`src/rtl/memory_control.sv`:
```
// Responder for instruction/data requests, arbitrating them onto a single-ported RAM.
// Data requests take priority; completions are single-cycle ihit/dhit pulses.
module memory_control #(
  parameter int unsigned TIMEOUT = 64,
  parameter logic [31:0] ERRWORD = 32'hBAD1BAD1
) (
  input  logic        CLK,
  input  logic        nRST,
  input  logic        iREN,
  input  logic [31:0] iaddr,
  input  logic        dREN,
  input  logic        dWEN,
  input  logic [31:0] daddr,
  input  logic [31:0] dstore,
  output logic        ihit,
  output logic        dhit,
  output logic [31:0] iload,
  output logic [31:0] dload,
  output logic        ramREN,
  output logic        ramWEN,
  output logic [31:0] ramaddr,
  output logic [31:0] ramstore,
  input  logic [31:0] ramload,
  input  logic [1:0]  ramstate,
  output logic        merr
);

  localparam int unsigned TW = (TIMEOUT > 0) ? $clog2(TIMEOUT + 1) : 1;

  typedef enum logic [1:0] {FREE, BUSY, ACCESS, ERROR} ramstate_t;
  typedef enum logic [1:0] {IDLE, DACC, IACC, RESP} state_t;

  ramstate_t rs;
  assign rs = ramstate_t'(ramstate);

  state_t        state_q, state_d;
  logic          op_write_q, op_write_d;
  logic          ihit_q, ihit_d;
  logic          dhit_q, dhit_d;
  logic [31:0]   iload_q, iload_d;
  logic [31:0]   dload_q, dload_d;
  logic          ramren_q, ramren_d;
  logic          ramwen_q, ramwen_d;
  logic [31:0]   ramaddr_q, ramaddr_d;
  logic [31:0]   ramstore_q, ramstore_d;
  logic          merr_q, merr_d;
  logic [TW-1:0] timer_q, timer_d;

  logic [TW:0] timer_inc;
  logic        timeout_hit;
  logic        is_data;
  logic        req_held;

  assign timer_inc   = {1'b0, timer_q} + (TW+1)'(1);
  // Timeout fires on the wait cycle whose increment reaches TIMEOUT, so the
  // timer itself never exceeds TIMEOUT-1 and cannot wrap.
  assign timeout_hit = (TIMEOUT != 0) && (timer_inc >= (TW+1)'(TIMEOUT));
  assign is_data     = (state_q == DACC);
  assign req_held    = is_data ? (dREN | dWEN) : iREN;

  always_comb begin
    state_d    = state_q;
    op_write_d = op_write_q;
    ihit_d     = 1'b0;
    dhit_d     = 1'b0;
    iload_d    = iload_q;
    dload_d    = dload_q;
    ramren_d   = ramren_q;
    ramwen_d   = ramwen_q;
    ramaddr_d  = ramaddr_q;
    ramstore_d = ramstore_q;
    merr_d     = merr_q;
    timer_d    = timer_q;

    case (state_q)
      IDLE: begin
        timer_d = '0;
        if (dREN | dWEN) begin
          op_write_d = dWEN;
          ramaddr_d  = daddr;
          ramstore_d = dstore;
          ramwen_d   = dWEN;
          ramren_d   = ~dWEN;
          state_d    = DACC;
        end else if (iREN) begin
          ramaddr_d = iaddr;
          ramren_d  = 1'b1;
          ramwen_d  = 1'b0;
          state_d   = IACC;
        end
      end

      DACC, IACC: begin
        if (rs == ACCESS) begin
          if (is_data && !op_write_q) dload_d = ramload;
          if (!is_data)               iload_d = ramload;
          ramren_d = 1'b0;
          ramwen_d = 1'b0;
          dhit_d   = is_data;
          ihit_d   = ~is_data;
          timer_d  = '0;
          state_d  = RESP;
        end else if (rs == ERROR || timeout_hit) begin
          if (is_data && !op_write_q) dload_d = ERRWORD;
          if (!is_data)               iload_d = ERRWORD;
          merr_d   = 1'b1;
          ramren_d = 1'b0;
          ramwen_d = 1'b0;
          dhit_d   = is_data;
          ihit_d   = ~is_data;
          timer_d  = '0;
          state_d  = RESP;
        end else if (!req_held) begin
          ramren_d = 1'b0;
          ramwen_d = 1'b0;
          timer_d  = '0;
          state_d  = IDLE;
        end else if (TIMEOUT != 0) begin
          timer_d = timer_inc[TW-1:0];
        end
      end

      RESP: begin
        timer_d = '0;
        state_d = IDLE;
      end

      default: state_d = IDLE;
    endcase
  end

  always_ff @(posedge CLK or negedge nRST) begin
    if (!nRST) begin
      state_q    <= IDLE;
      op_write_q <= 1'b0;
      ihit_q     <= 1'b0;
      dhit_q     <= 1'b0;
      iload_q    <= '0;
      dload_q    <= '0;
      ramren_q   <= 1'b0;
      ramwen_q   <= 1'b0;
      ramaddr_q  <= '0;
      ramstore_q <= '0;
      merr_q     <= 1'b0;
      timer_q    <= '0;
    end else begin
      state_q    <= state_d;
      op_write_q <= op_write_d;
      ihit_q     <= ihit_d;
      dhit_q     <= dhit_d;
      iload_q    <= iload_d;
      dload_q    <= dload_d;
      ramren_q   <= ramren_d;
      ramwen_q   <= ramwen_d;
      ramaddr_q  <= ramaddr_d;
      ramstore_q <= ramstore_d;
      merr_q     <= merr_d;
      timer_q    <= timer_d;
    end
  end

  assign ihit     = ihit_q;
  assign dhit     = dhit_q;
  assign iload    = iload_q;
  assign dload    = dload_q;
  assign ramREN   = ramren_q;
  assign ramWEN   = ramwen_q;
  assign ramaddr  = ramaddr_q;
  assign ramstore = ramstore_q;
  assign merr     = merr_q;

endmodule

```
`config.mk`:
```
export PLATFORM = sky130hd
export DESIGN_NAME = memory_control
export DESIGN_NICKNAME = d
export VERILOG_FILES = /design/src/rtl/memory_control.sv
export SDC_FILE = /design/constraint.sdc
export NUM_CORES = 1
export LEC_CHECK = 0
export CAP_MARGIN = 30
export CORE_AREA = 2 2 123 125
export CTS_CLUSTER_DIAMETER = 200
export DETAILED_ROUTE_END_ITERATION = 10
export DIE_AREA = 0 0 125 127
export PLACE_DENSITY = 0.84
export SKIP_CTS_REPAIR_TIMING = 1
export SLEW_MARGIN = 20
export SYNTH_ARGS = -nofsm -noshare
export SYNTH_HDL_FRONTEND = slang
export SYNTH_SLANG_ARGS = --single-unit
```
`constraint.sdc`:
```
create_clock -name CLK -period 2.63 [get_ports CLK]
set_clock_uncertainty 0.15 [all_clocks]
set_input_delay 0.526 -clock CLK [delete_from_list [all_inputs] [get_ports CLK]]
set_output_delay 0.526 -clock CLK [all_outputs]
set_load 0.02 [all_outputs]
```
# After elaboration in Yosys (flattened, before gate mapping)
# Index checks and enable logic that the tools add are counted.
totals:
  regBits: 143
  inputBits: 135
  output_inout_bits: 133
  word_cells: 79
op_classes:
  add_sub_neg: 1
  order_cmp: 1
  n_eq_ne: 9
  n_mux: 36
  bitwise: 4
  reduce_logical: 16
op_table:
  columns: ["op", "n"]
  rows:
  - ["two-way mux 32 bit", 10]
  - ["two-way mux 7 bit", 3]
  - ["two-way mux 1 bit", 14]
  - ["case mux 7 bit (2 select lines)", 1]
  - ["two-way mux 2 bit", 5]
  - ["AND reduction 3 bit", 3]
  - ["adder 7 x 1 -> 8 bit, second input constant", 1]
  - ["equality test 2 bit, second input constant", 4]
  - [">= comparator 8 x 7 -> 1 bit, second input constant", 1]
  - ["case mux 2 bit (3 select lines)", 1]
  - ["AND reduction 2 bit", 3]
  - ["nonzero test 2 bit", 3]
  - ["!= test 2 bit, second input constant", 2]
  - ["!= test 4 bit, second input constant", 1]
  - ["case mux 1 bit (2 select lines)", 2]
  - ["AND reduction 4 bit", 1]
  - ["OR reduction 2 bit", 2]
  - ["!= test 3 bit, second input constant", 1]
  - ["NOT 1 bit", 3]
  - ["equality test 2 x 1 -> 1 bit, second input constant", 1]
  - ["logical NOT 2 bit", 1]
  - ["logical AND 1 bit", 1]
  - ["logical NOT 1 bit", 1]
  - ["logical OR 1 bit", 1]
  - ["OR 1 bit", 1]

# Logic depth before layout (Yosys ltp)
logic_depth:
  depth_word: 6
  depth_mapped: 8
  depth_no_buf: 6

# Worst setup path before layout
# Ideal clock, no wire load.
synth_timing:
  path_type: "register to register"
  from: "register timer_q[0]"
  to: "register iload_q[10] (netlist: iload[10])"
  setup_ns: 0.125
  arrival_time_ns: 2.037
  required_ns: 2.355
  slack_ns: 0.318
  path_stages_with_launch: 7
  path_buffers: 1
  synth_period_minus_slack_ns: 2.312
  path_cell_list: "dfrtp_1 ha_1 nand3_1 a311oi_1 o211a_4 clkbuf_8 mux2_2"
synth_via:
  elab_chain_len: 5
  word_cells_on_any_way: 6
  cone_classes: "add/sub (1); order compare (1); eq/ne (1); reduce/logical (3)"
synth_lines:
  columns: ["element", "line_no", "text"]
  rows:
  - ["start: declaration", "47", "logic [TW-1:0] timer_q, timer_d;"]
  - ["start signal: assignment", "158", "timer_q <= timer_d;"]
  - ["adder 7 x 1 -> 8 bit *", "54", "assign timer_inc = {1'b0, timer_q} + (TW+1)'(1);"]
  - [">= comparator 8 x 7 -> 1 bit *", "57", "assign timeout_hit = (TIMEOUT != 0) && (timer_inc >= (TW+1)'(TIMEOUT));"]
  - ["logical OR 1 bit *", "103", "end else if (rs == ERROR || timeout_hit) begin"]
  - ["!= test 2 bit (no line) / nonzero test 2 bit (equally long branches)", null, null]
  - ["AND reduction 4 bit (no line) *", null, null]
  - ["end signal: assignment", "151", "iload_q <= iload_d;"]
  - ["end: declaration", "40", "logic [31:0] iload_q, iload_d;"]
# Every way passes the cells marked *; elsewhere a longest branch is shown, timed or not.
# A chain may end at the register's enable or synchronous reset.

# Worst setup path in the final report
layout_timing:
  from: "register timer_q[0]"
  to: "register dload_q[2] (netlist: dload[2])"
layout_via:
  elab_chain_len: 5
layout_lines:
  columns: ["element", "line_no", "text"]
  rows:
  - ["adder 7 x 1 -> 8 bit", "54", null]
  - [">= comparator 8 x 7 -> 1 bit", "57", null]
  - ["logical OR 1 bit", "103", null]
  - ["nonzero test 2 bit (no line)", null, null]
  - ["AND reduction 3 bit (no line)", null, null]
  - ["end signal: assignment", "152", "dload_q <= dload_d;"]
  - ["end: declaration", "41", "logic [31:0] dload_q, dload_d;"]
# Every way passes these cells.

==> results.ini <==
[detailed_routing]
num_vias = 4653
detail_route_antenna_nets = 0
drt_first_iter_violations = 160
drtPass1Iterations = 4
wl_cell_um = 17.4
postRouteWirelength_um = 16200
vias_per_cell = 4.99
detail_route.drc_violations = 0

[finish]
layout.filler_cells = 1047
layout.cell_area.non_filler_um2 = 9680
layout_cell_share_with_drive_strength_beyond_1 = 0.198
insertedDiodeCount = 0
final_net_count = 875
layout-area-overhead-vs-synth_pct = 60.2
final_core_utilization = 0.671

[place]
dp_slack_ns = -0.0544
io_buffer_count = 267
detailed_place_hpwl_um = 12100
gp_congestion = 0.819
dpl_cell_area_um2 = 9020

[logic_synthesis]
ys_seq_elements = 143
syn-instance-count = 458
synth_sequential_area_ratio = 0.592
postSynthNetCount = 598
yosys-top-cells-area = sky130_fd_sc_hd__dfrtp_1 59%, sky130_fd_sc_hd__mux2_2 17%, sky130_fd_sc_hd__mux2i_1 5.3%
async_reset_ff_frac = 1.00
synthesis.yosys.warnings = 0
ys_dominant_reg_cell = sky130_fd_sc_hd__dfrtp_1
yosys.area.top_type_share = 0.592
post_synth_instance_area_um2 = 6050
syn_area_per_cell_um2 = 13.2
post_synth_edffs = 0
synth.top_cells.by_count = 143 x sky130_fd_sc_hd__dfrtp_1, 92 x sky130_fd_sc_hd__mux2_2, 37 x sky130_fd_sc_hd__nand2_1
synthMostInstantiatedCell = sky130_fd_sc_hd__dfrtp_1
post_synth_num_cell_types = 39
yosysTopAreaCell = sky130_fd_sc_hd__dfrtp_1

[pwr]
leakage_component_of_the_power_nw = 3.97
power_density_nw_per_um2 = 1210
total_power_w = 0.0117
peakVddDrop_v = 0.000718

[timing]
postLayoutSetupSlackWorst_ns = 0.176
timing.final.crit_share = 0.933
rsz0062_at_grt = false
final.min_clock_period_ns = 2.45
slew_headroom = 0.615
finalSetupViolCount = 0
timing.final.hold_violations = 0
finalMaxSlewViolations = 0
worst_slew_pin_slew_ns = 0.577
timing.fmax_mhz = 407

[clock_network]
clockBufferDepth = 2
cts_max_level = 4
clk_root_buffer_cell = sky130_fd_sc_hd__clkbuf_16
tritoncts = built
clk_pin_slew_ns = 0.06
cts_buffers = 17
numClockSinks = 143
worstSkewPairLatency_ns = 0.42

[worst_setup_path]
path_class = flop to flop
critical_path.startpoint_type = flop
crit_fanout = 32
worst_path_arrival_time_ns = 2.60
timing.rr.start = timer_q[0]$_DFF_PN0_
critical_path.startpoint = timer_q[0]$_DFF_PN0_
end_kind = flop
worstPathRequired_ns = 2.78

[floorplanning]
die-area_um2 = 15900
start_util = 0.419
chipWidth_um = 125
core_um2 = 14400
die_ht_um = 127
placement_rows = 44
io-pin-count = 268

[grt]
grt_antenna_before_repair = 0
grt-ovfl-total = 0
first_global_vias = 5134
grt_max_degree = 89
grt_pass1_wl_um = 26100
globalRouteTotalUtil = 0.208

[job]
cap_violations = 0

[min_path]
hp-class = input pin to async pin

[outcome]
run_status = finished clean

cells by family after synthesis:
family	share of synthesized area
compound gates	0.0563
flops	0.592
mux	0.232
other cells	0.000620
buf+inv	0.0296
simple gates	0.0737
xor+xnor	0.00580
fa+ha+maj	0.0103
worst max-delay path, stage by stage, from the launching register on:
cell and delay, ns:
sky130_fd_sc_hd__dfrtp_1 0.38, sky130_fd_sc_hd__ha_1 0.21, sky130_fd_sc_hd__nand3_1 0.19, sky130_fd_sc_hd__a311o_1 0.39, sky130_fd_sc_hd__a2111oi_4 0.37, sky130_fd_sc_hd__buf_12 0.26, sky130_fd_sc_hd__mux2_2 0.37
cells in the final DEF (no fill, tap or decap), drive strengths merged, types with 3 or more instances in the layout:
cell,synthesis,routed
clkinv,0,5
clkdlybuf4s50,0,266
mux2,96,96
nor4,3,3
nor2,13,13
o21ai,34,34
buf,9,18
or3,19,19
mux2i,32,32
ha,5,5
dfrtp,143,143
clkbuf,18,18
nand2,37,37
and2,14,14
bufinv,0,5
inv,7,8
clkinvlp,0,3
stage by stage:
step | cells | hold WS, ns | TNS, ns
after floorplan | 458 | 0.0804 | 0
after global routing | 932 | 0.330 | 0
after detailed placement | 899 | 0.185 | -2.50
final | 932 | 0.329 | 0
after CTS | 931 | -0.259 | 0
after global placement | 899 | 0.184 | -0.00622
worst paths after layout:
kind / endpoint / slack [ns] / cells past startpoint
min: ramstore[26]$_DFFE_PN0P_ / 0.33 / 2
min in group CLK: ramaddr[26]$_DFFE_PN0P_ / 0.33 / 2
max in group asynchronous: ramstore[6]$_DFFE_PN0P_ / 1.23 / 3
max: dload[2]$_DFFE_PN0P_ / 0.18 / 6
min reg2reg: ramaddr[26]$_DFFE_PN0P_ / 0.33 / 2
max reg2reg: dload[2]$_DFFE_PN0P_ / 0.18 / 6
power breakdown:
part           internal (W)  leakage, nW  switching [W]
combinational       0.00275         1.97        0.00262
clock               0.00171        0.312       0.000927
sequential          0.00316         1.68       0.000536
total               0.00762         3.97        0.00409
sequential cells by signal (all words and copies together) (netlist names):
| signal | cells |
|---|---|
| ihit | 1 |
| timer_q | 7 |
| ramaddr | 32 |
| state_q | 2 |
| dhit | 1 |
| ramWEN | 1 |
| ramREN | 1 |
| merr | 1 |
| op_write_q | 1 |
| dload | 32 |
| ramstore | 32 |
| iload | 32 |
layout make-up:
| class | count | area, µm² | area share |
|---|---|---|---|
| multi-input cells | 281 | 2310 | 0.239 |
| inverters | 7 | 26.3 | 0.00271 |
| well taps | 184 | 230 | 0.0238 |
| flip-flops and latches | 143 | 3580 | 0.370 |
| clock inverters | 14 | 214 | 0.0221 |
| clock buffers | 18 | 439 | 0.0453 |
| repair buffers | 285 | 2890 | 0.298 |
metal layers:
metal	vias to the layer above	GRT usage	share of wire
li1	2157	-	-
met1	2275	0.225	0.37
met2	183	0.373	0.53
met3	38	0.0716	0.075
met4	0	0.0869	0.031
met5	-	0	0
No activity file was read; power rests on OpenSTA's default activity.
